<file path="config.mk">
export PLATFORM = sky130hd
export DESIGN_NAME = a2d_rr_sched
export DESIGN_NICKNAME = d
export VERILOG_FILES = /design/src/rtl/a2d_rr_sched.sv
export SDC_FILE = /design/constraint.sdc
export NUM_CORES = 1
export LEC_CHECK = 0
export CELL_PAD_IN_SITES_DETAIL_PLACEMENT = 2
export CELL_PAD_IN_SITES_GLOBAL_PLACEMENT = 2
export CORE_MARGIN = 2
export CORE_UTILIZATION = 27
export DETAILED_ROUTE_END_ITERATION = 7
export PLACE_DENSITY_LB_ADDON = 0.1
export SLEW_MARGIN = 20
export SYNTH_ARGS = -nofsm -noshare
export SYNTH_HDL_FRONTEND = slang
export SYNTH_SLANG_ARGS = --single-unit
</file>
<file path="constraint.sdc">
create_clock -name clk -period 2.4 [get_ports clk]
set_input_delay 0.48 -clock clk [delete_from_list [all_inputs] [get_ports clk]]
set_output_delay 0.48 -clock clk [all_outputs]
set_load 0.05 [all_outputs]
</file>
<file path="src/rtl/a2d_rr_sched.sv">
// Round-robin conversion scheduler for the shared A2D SPI link: a command transaction,
// then a read transaction per trigger, with per-channel result registers and a watchdog.
module a2d_rr_sched #(
  parameter int TIMEOUT = 4096,
  parameter int GAP_CYC = 2
) (
  input  logic        clk,
  input  logic        rst,
  input  logic        nxt,
  output logic        wrt,
  output logic [15:0] cmd,
  input  logic        done,
  input  logic [15:0] resp,
  output logic [11:0] lft_ld,
  output logic [11:0] rght_ld,
  output logic [11:0] steer_pot,
  output logic [11:0] batt,
  output logic        upd_vld,
  output logic [1:0]  upd_ch,
  output logic        busy,
  output logic        err
);

  localparam logic [1:0] IDLE = 2'd0;
  localparam logic [1:0] CNV  = 2'd1;
  localparam logic [1:0] GAP  = 2'd2;
  localparam logic [1:0] RD   = 2'd3;

  localparam int WD_W = (TIMEOUT > 2) ? $clog2(TIMEOUT) : 1;
  localparam int GP_W = (GAP_CYC > 2) ? $clog2(GAP_CYC) : 1;
  localparam logic [WD_W-1:0] WD_MAX = WD_W'(TIMEOUT - 1);
  localparam logic [GP_W-1:0] GP_LD  = GP_W'((GAP_CYC > 0) ? GAP_CYC - 1 : 0);

  logic [1:0]      state;
  logic [1:0]      rr;
  logic            pending;
  logic [WD_W-1:0] wdog;
  logic [GP_W-1:0] gap;
  logic            wd_hit;
  logic            unused_resp;

  assign wd_hit      = (wdog == WD_MAX);
  assign unused_resp = ^resp[15:12];

  // rr -> ADC channel: 0 lft(ch0), 1 rght(ch4), 2 steer(ch5), 3 batt(ch6)
  function automatic logic [15:0] rr_cmd(input logic [1:0] r);
    logic [2:0] ch;
    case (r)
      2'd0:    ch = 3'd0;
      2'd1:    ch = 3'd4;
      2'd2:    ch = 3'd5;
      default: ch = 3'd6;
    endcase
    return {2'b00, ch, 11'h000};
  endfunction

  always_ff @(posedge clk) begin
    if (rst) begin
      state     <= IDLE;
      rr        <= 2'd0;
      pending   <= 1'b0;
      wdog      <= '0;
      gap       <= '0;
      wrt       <= 1'b0;
      cmd       <= 16'h0000;
      upd_vld   <= 1'b0;
      upd_ch    <= 2'd0;
      busy      <= 1'b0;
      err       <= 1'b0;
      lft_ld    <= 12'h000;
      rght_ld   <= 12'h000;
      steer_pot <= 12'h000;
      batt      <= 12'h000;
    end else begin
      wrt     <= 1'b0;
      upd_vld <= 1'b0;
      // one-deep trigger memory; covers the cycle RD hands back to IDLE
      if (nxt && state != IDLE) pending <= 1'b1;
      case (state)
        IDLE: if (nxt || pending) begin
          pending <= 1'b0;
          wrt     <= 1'b1;
          cmd     <= rr_cmd(rr);
          wdog    <= '0;
          busy    <= 1'b1;
          state   <= CNV;
        end
        CNV: if (done) begin
          gap   <= GP_LD;
          state <= GAP;
        end else if (wd_hit) begin
          err   <= 1'b1;
          rr    <= rr + 2'd1;
          busy  <= 1'b0;
          state <= IDLE;
        end else begin
          wdog <= wdog + 1'b1;
        end
        GAP: if (gap == '0) begin
          wrt   <= 1'b1;
          wdog  <= '0;
          state <= RD;
        end else begin
          gap <= gap - 1'b1;
        end
        default: if (done) begin
          case (rr)
            2'd0:    lft_ld    <= resp[11:0];
            2'd1:    rght_ld   <= resp[11:0];
            2'd2:    steer_pot <= resp[11:0];
            default: batt      <= resp[11:0];
          endcase
          upd_vld <= 1'b1;
          upd_ch  <= rr;
          rr      <= rr + 2'd1;
          busy    <= 1'b0;
          state   <= IDLE;
        end else if (wd_hit) begin
          err   <= 1'b1;
          rr    <= rr + 2'd1;
          busy  <= 1'b0;
          state <= IDLE;
        end else begin
          wdog <= wdog + 1'b1;
        end
      endcase
    end
  end

endmodule

</file>
; ---- After elaboration in Yosys (flattened, before gate mapping)
; Cells that the tools add are included.
[totals]
ff_bits = 75
word_cells = 87
inputBits = 20
[op_classes]
bitwise_logic = 5
eq_ne = 11
addsub = 3
n_reduce_logical = 22
n_mux = 31
[op_table]
columns = op, n
row1 = 2-to-1 mux 12 bit, 4
row2 = case mux 12 bit (2 select lines), 1
row3 = AND reduction 3 bit, 6
row4 = 2-to-1 mux 2 bit, 8
row5 = adder 12 x 1 -> 12 bit (second input constant), 1
row6 = == test 12 bit (second input constant), 1
row7 = 2-to-1 mux 1 bit, 12
row8 = AND reduction 2 bit, 5
row9 = case mux 3 bit (3 select lines), 1
row10 = != test 2 bit (second input constant), 4
row11 = != test 3 x 1 -> 1 bit (second input constant), 2
row12 = case mux 2 bit (3 select lines), 1
row13 = OR reduction 3 bit, 2
row14 = inverter 1 bit, 5
row15 = == test 2 x 1 -> 1 bit (second input constant), 2
row16 = == test 2 bit (second input constant), 2
row17 = logical NOT 2 bit, 2
row18 = case mux 1 bit (2 select lines), 2
row19 = case mux 2 bit (2 select lines), 1
row20 = AND reduction 4 bit, 1
row21 = nonzero test 2 bit, 2
row22 = OR reduction 4 bit, 1
row23 = case mux 1 bit (3 select lines), 1
row24 = adder 2 x 1 -> 2 bit (second input constant), 1
row25 = 4 further kinds, 4

; ---- Logic depth before layout (Yosys ltp)
; Gate-level depths: netlist (run 1).
[logic_depth]
depth_word = 5
ltp_mapped = 7
mapped_depth_nobuf = 5

; ---- Worst setup path before layout (run 1)
; OpenSTA, ideal clock, no wires.
[synth_timing]
path_type = register to register
from = register wdog[0]
to = register wdog[9]
path_slack_ns = 0.676
t_arrival_ns = 1.654
setup_ns = 0.070
path_buffers = 1
t_required_ns = 2.330
path_stages_with_launch = 7
cell_sequence = dfxtp_1 ha_1 and4_4 and4_4 buf_6 or4_1 a21boi_1
[synth_via]
elab_chain_len = 4
[synth_rtl]
columns = element, line
row1 = "start, declared", 37  ; logic [WD_W-1:0] wdog;
row2 = "start signal, assigned", 97  ; wdog <= wdog + 1'b1;
row3 = "start signal, assigned", 124  ; wdog <= wdog + 1'b1;
row4 = adder 12 x 1 -> 12 bit, "97, 124"
row5 = 2-to-1 mux 12 bit, "91, 118"
row6 = 2-to-1 mux 12 bit, 88  ; CNV: if (done) begin
row7 = case mux 12 bit (2 select lines), 79  ; case (state)
; Several ways; a longest one is shown, not always the timed one. The select of a mux whose other input is x is not followed.
; A chain may end at the register's enable or synchronous reset.

; ---- Worst setup path after layout (run 1)
[layout_timing]
from = register batt[3]
to = output batt[3]
[layout_lines]
columns = element, line
row1 = "start, declared", 17  ; output logic [11:0] batt,
row2 = "start signal, assigned", 111  ; default: batt <= resp[11:0];
; No word-level cell between the ends.

==> results of run 1 <==
worst max path at each step:
stage | to | slack [ps]
after detailed placement | rght_ld[9] | 190
after global placement | wdog[9] | 250
after floorplan | wdog[9] | 680
final | batt[3] | 410
after global routing | wdog[10] | 230
after CTS | batt[4] | 370
registers in the layout, indices dropped and copies added, names as in the netlist:
signal	flops
err	1
pending	1
steer_pot	12
wrt	1
upd_ch	2
lft_ld	12
cmd	3
rr	2
state	2
rght_ld	12
gap	1
upd_vld	1
busy	1
wdog	12
batt	12
layout make-up:
type	instances	area [um^2]	area share, %
multi-input combinational	274	1430	33.8
timing repair buffer	85	826	19.5
clock inverter	3	40.0	0.948
clock buffer	12	236	5.60
inverter	4	15.0	0.355
sequential	75	1500	35.5
tap	143	179	4.23
report_power, final:
group / internal (uW) / switching [uW] / total, uW
Sequential: 1260 / 19.6 / 1280
Clock: 796 / 503 / 1300
Combinational: 72.0 / 164 / 236
Total: 2130 / 687 / 2820
per-stage QoR:
stage / setup WS [ps] / instances / total power, uW / hold WS, ps / utilization [%]
2_1_floorplan: 676 / 387 / 1480 / 459 / -
3_3_place_gp: 247 / 581 / 1540 / 442 / 34.9
3_5_place_dp: 193 / 581 / 1550 / 449 / 34.9
4_1_cts: 373 / 596 / 2880 / 460 / 37.3
5_1_grt: 235 / 596 / 2970 / 483 / 37.3
6_report: 410 / 596 / 2820 / 456 / 37.3
Yosys cell counts, types with 5 or more instances:
master | number | area [um^2]
ha_1 | 5 | 62.6
a21oi_1 | 58 | 290
nor3_1 | 6 | 30.0
or4_1 | 6 | 45.0
nand3_1 | 5 | 25.0
a21boi_1 | 6 | 45.0
nor2_1 | 11 | 41.3
dfxtp_1 | 75 | 1500
buf_2 | 7 | 35.0
buf_4 | 14 | 105
o21ai_0 | 5 | 25.0
clkbuf_1 | 10 | 37.5
o31ai_1 | 6 | 45.0
nand2b_1 | 5 | 31.3
nand2_1 | 107 | 402
logic make-up (layout without fill, tap and decap cells):
group           Yosys count  count (layout)  synth area share (%)
mux                       5               5                  1.65
simple gates            166             166                  24.9
buf+inv                  38             104                  7.39
other cells               1              13                 0.120
fa+ha+maj                 5               5                  2.01
flops                    75              75                  48.2
compound gates           85              85                  15.7
per-layer routing:
layer	vias to the layer above	global-route usage [%]	part of all wire, %
met3	14	4.46	4.7
li1	1385	-	-
met1	1379	21.4	48
met4	0	7.41	2.0
met5	-	0	0
met2	51	26.3	46
==> summary.md, run 1 <==
| Metric | Value |
|---|---|
| Status | completed |
| Slowest library cell on the worst path | clkdlybuf4s50_1 |
| Fillers | 1300 |
| CTS H-Tree Depth | 3 |
| Crit-path cells | clkdlybuf4s50_1 |
| Synthesized flop and latch total | 75 |
| Commonest non-fill, non-tap cell in the layout | nand2_1 |
| Hold Path Sink | rght_ld[6] |
| Skew-Pair Late Insertion Delay | roughly 340 ps |
| Fin nets | around 470 |
| Die W | approximately 110 um |
| CP arrival | around 1500 ps |
| Post-DP HPWL | between 6000 and 7000 um |
| Row cnt | 39 |
| Syn. warnings | 0 |
| First-pass DRT Iterations | 4 |
| Pins Over Slew Limit | 0 |
| Fraction of registers with async set/reset | 0% |
| Number of global-route vias before repair | 3136 |
| Post-route clock period utilization | 82.9% |
| N_diodes | 0 |
| Final Critical Period | 1990 ps |
| Post-route antenna net violation count | 0 |
| Mapped Area | between 3000 and 4000 um^2 |
| DRC | 0 |
| Vias | approximately 2800 |
| Crit Path Max Fanout | 2 |
| Finished Cell Area | 4230 um^2 |
| Worst path max stage delay | 850 ps |
| Grt total ovfl | 0 |
| Most frequent cells in the layout | 107 x nand2_1, 75 x dfxtp_1, 71 x clkdlybuf4s50_1 |
| CTS tree | yes |
| Crit path kind | flop to output port |
| CTS Buf Count | 9 |
| Critical path depth | 1 |
| Die Y | around 110 um |
| Avg Synthesized Cell Area | between 8 and 9 um^2 |
| Floorplan Core Area | 11300 um^2 |
| Starting Density | between 20% and 30% |
| Crit path launch | batt[3] |
| Placed Area | 3950 um^2 |
| Initial antenna violation count | 0 |
| LEAKAGE | 0.00145 uW |
| Reg2reg path depth | 5 |
| Ports | 90 |
| RR Endpoint | wdog[10] |
| Die area | around 12000 um^2 |
| Max_cap viols | 0 |
| Gpl congestion | 0.709 |
| Reg2reg start | wdog[0] |
| Area grow syn2layout | 35.7% |
| CTS root buf | clkbuf_16 |
| RSZ-0062 raised after global routing | false |
| Final Hold Viols | 0 |
| Max Fclk | approximately 500 MHz |
| Final WL | between 9000 and 10000 um |
| Critical path buffer and inverter count | 1 |
| Relative slew slack | about three fifths |
| Reg clk slew, reported paths | roughly 60 ps |
| CP Capture Type | output port |
| First-pass GRT wire length | between 15000 and 20000 um |
| Hold_sp | rght_ld[6] |
| Initial DRC count | 94 |
| # hold bufs at CTS | 0 |
| Layout cells sized above 1 | 7.95% |
| Post-synth EDFFs | 0 |
| Number of distinct library cells after synthesis | 43 |
| Clk buf depth | 2 |
| Final setup viols | 0 |
| Port buffer count | 72 |
| Worst Hold Path Cells | 2 |
| # Post-CTS Setup Buffers | 0 |
| Worst EP required | around 1900 ps |
| Clock sink count | 75 |
| VDD IR-drop max | approximately 0.00028 V |
| Actual slew at the worst max-slew pin | approximately 600 ps |
| Sequential element share of the synthesized area | approximately half |
| PD cells | between 600 and 700 nW/um^2 |
| Total global-route track usage | 16.7% |
| Total negative setup slack | 0 ps |
| Syn Inst Count | about 380 |
| Fin Clk Skew | between 4 and 5 ps |
| Crit path launch type | flop |
| Largest net degree at the start of global routing | 42 |
| Worst hold path class | flop to flop |
| Most common flop cell mapped by yosys | dfxtp_1 |
| Routed len/inst | approximately 16 um |
| # resized after CTS | 0 |
| Flop-to-flop setup slack | 420 ps |
| Vias/cell | 4.75 |
| CP delay by family, top | buffers and inverters |
No activity file was read; power rests on OpenSTA's default activity.
==> run 2: changes to the inputs <==
==> constraint.sdc (replaced) <==
create_clock -name clk -period 2 [get_ports clk]
set_input_delay 0.4 -clock clk [delete_from_list [all_inputs] [get_ports clk]]
set_output_delay 0.4 -clock clk [all_outputs]
set_load 0.05 [all_outputs]
==> run 2 against run 1 <==
Effect of this change:
- sequential power rose by 20%
- first-iteration DRC count fell by 26%
- core utilization rose by 0.75 points
- via count rose by 2.9%
==> summary.md, run 2 (same netlist as run 1, synthesis figures left out) <==
| Metric | Value |
|---|---|
| Clk buf depth | 2 (unchanged) |
| Final Critical Period | around 1900 ps |
| Post-DP HPWL | 7130 um (was 6820 um) |
| Number of global-route vias before repair | 3042 (was 3136) |
| Floorplan Core Area | 11300 um^2 (unchanged) |
| Fin Clk Skew | 10.0 ps (was 4.99 ps) |
| CP Capture Type | output port (unchanged) |
| DR top layer | met4 (unchanged) |
| Die area | 12400 um^2 (unchanged) |
| Flop-to-flop setup slack | 190 ps (was 420 ps) |
| WHS | 376 ps (was 456 ps) |
| Total global-route track usage | 16.3% (was 16.7%) |
| Worst EP required | 1600 ps (was 1920 ps) |
| DRC | 0 (unchanged) |
| Max Fclk | around 520 MHz |
| Routed wl met3 | 438 um (was 461 um) |
| First-pass GRT wire length | 15900 um (was 16200 um) |
| Port buffer count | 72 (unchanged) |
| Clock sink count | 75 (unchanged) |
| Actual slew at the worst max-slew pin | 638 ps (was 601 ps) |
| CTS H-Tree Depth | 3 (unchanged) |
| Vias/cell | 4.83 (was 4.75) |
| Post-route antenna net violation count | 0 (unchanged) |
| Most frequent cells in the layout | 107 x nand2_1, 75 x dfxtp_1, 66 x clkdlybuf4s50_1 (was 107 x nand2_1, 75 x dfxtp_1, 71 x clkdlybuf4s50_1) |
| Die W | 111 um (unchanged) |
| CP delay by family, top | buffers and inverters (unchanged) |
| Initial antenna violation count | 0 (unchanged) |
| Die Y | 111 um (unchanged) |
| Worst path max stage delay | 830 ps (was 850 ps) |
| Pins Over Slew Limit | 0 (unchanged) |
| # resized after CTS | 0 (unchanged) |
| Worst hold path class | input pin to flop (was flop to flop) |
| Row cnt | 39 (unchanged) |
| Vias | 2910 (was 2829) |
| LEAKAGE | 0.00150 uW (was 0.00145 uW) |
| CP arrival | 1510 ps (about the same) |
| PD cells | 791 nW/um^2 (was 667 nW/um^2) |
| CTS root buf | clkbuf_16 (unchanged) |
| # hold bufs at CTS | 0 (unchanged) |
| Crit-path cells | clkdlybuf4s50_1 (unchanged) |
| CTS Buf Count | 9 (unchanged) |
| N_diodes | 0 (unchanged) |
| Routed len/inst | 16.4 um (about the same) |
| Starting Density | 27.5% (unchanged) |
| Gpl congestion | 0.715 (was 0.709) |
| First-pass DRT Iterations | 6 (was 4) |
| Commonest non-fill, non-tap cell in the layout | nand2_1 (unchanged) |
| Status | completed (unchanged) |
| Crit path kind | flop to output port (unchanged) |
| RSZ-0062 raised after global routing | false (unchanged) |
| Layout cells sized above 1 | 10.9% (was 7.95%) |
| Tot Pwr | 3410 uW (was 2820 uW) |
| Critical path buffer and inverter count | 1 (unchanged) |
| Grt total ovfl | 0 (unchanged) |
| DRT met1 WL | 4510 um (was 4640 um) |
| Area grow syn2layout | 38.4% (was 35.7%) |
| Crit path launch type | flop (unchanged) |
| Met2 Routed Length | 4860 um (was 4470 um) |
| Skew-Pair Late Insertion Delay | 330 ps (was 340 ps) |
| Fillers | 1313 (was 1300) |
| Largest net degree at the start of global routing | 39 (was 42) |
| Final WL | 9890 um (was 9760 um) |
| Final Hold Viols | 0 (unchanged) |
| Final setup viols | 0 (unchanged) |
| Slowest library cell on the worst path | clkdlybuf4s50_1 (unchanged) |
| Reg clk slew, reported paths | 60 ps (about the same) |
| Initial DRC count | 70 (was 94) |
| Crit Path Max Fanout | 2 (unchanged) |
| Post-route clock period utilization | a little over nine tenths |
| Fin nets | 480 (was 474) |
| Max_cap viols | 0 (unchanged) |
| Ports | 90 (unchanged) |
| VDD IR-drop max | 0.000351 V (was 0.000283 V) |
| CTS tree | yes (unchanged) |
| # Post-CTS Setup Buffers | 0 (unchanged) |
| Relative slew slack | 57.0% (was 59.5%) |
==> run 2: cell type report <==
class / count / area (um^2) / share of cell area, %
Multi-Input combinational cell: 274 / 1430 / 33.1
Sequential cell: 75 / 1500 / 34.8
Tap cell: 143 / 179 / 4.15
Inverter: 4 / 15.0 / 0.348
Clock inverter: 3 / 21.3 / 0.493
Timing Repair Buffer: 91 / 896 / 20.8
Clock buffer: 13 / 270 / 6.27
==> run 2: report_power, final <==
group | internal (uW) | switching (uW)
combinational | 95.4 | 203
clock | 943 | 635
sequential | 1510 | 22.3
==> run 2: layer usage <==
metal	up-vias	GRT usage [%]
li1	1412	-
met1	1439	20.0
met2	52	27.8
met3	7	4.41
met4	0	5.19
met5	-	0
==> run 2: final timing paths <==
| check | to | depth (start not counted) | startpoint |
|---|---|---|---|
| setup / recovery | lft_ld[11] | 1 | lft_ld[11] |
| hold / removal | upd_ch[1] | 2 | rst |
| setup reg to reg | wdog[10] | 4 | state[0] |
| hold reg to reg | rght_ld[4] | 2 | rght_ld[4] |
==> run 2: through the flow <==
step | utilization [%] | worst slack (ps) | std cells | setup TNS [ps] | instance area (um^2)
after floorplan | - | 276 | 387 | 0 | 3160
after global placement | 35.5 | -8.11 | 587 | -14.7 | 4020
after detailed placement | 35.5 | -60.1 | 587 | -788 | 4020
after CTS | 38.1 | 67.5 | 603 | 0 | 4310
after global routing | 38.1 | 9.78 | 603 | 0 | 4310
final | 38.1 | 92.6 | 603 | 0 | 4310
==> run 2: worst reg2reg max path, delay by kind of cell, from the launching register on <==
family,cells,cell delay (ps)
flops,1,620
compound gates,2,270
simple gates,2,840
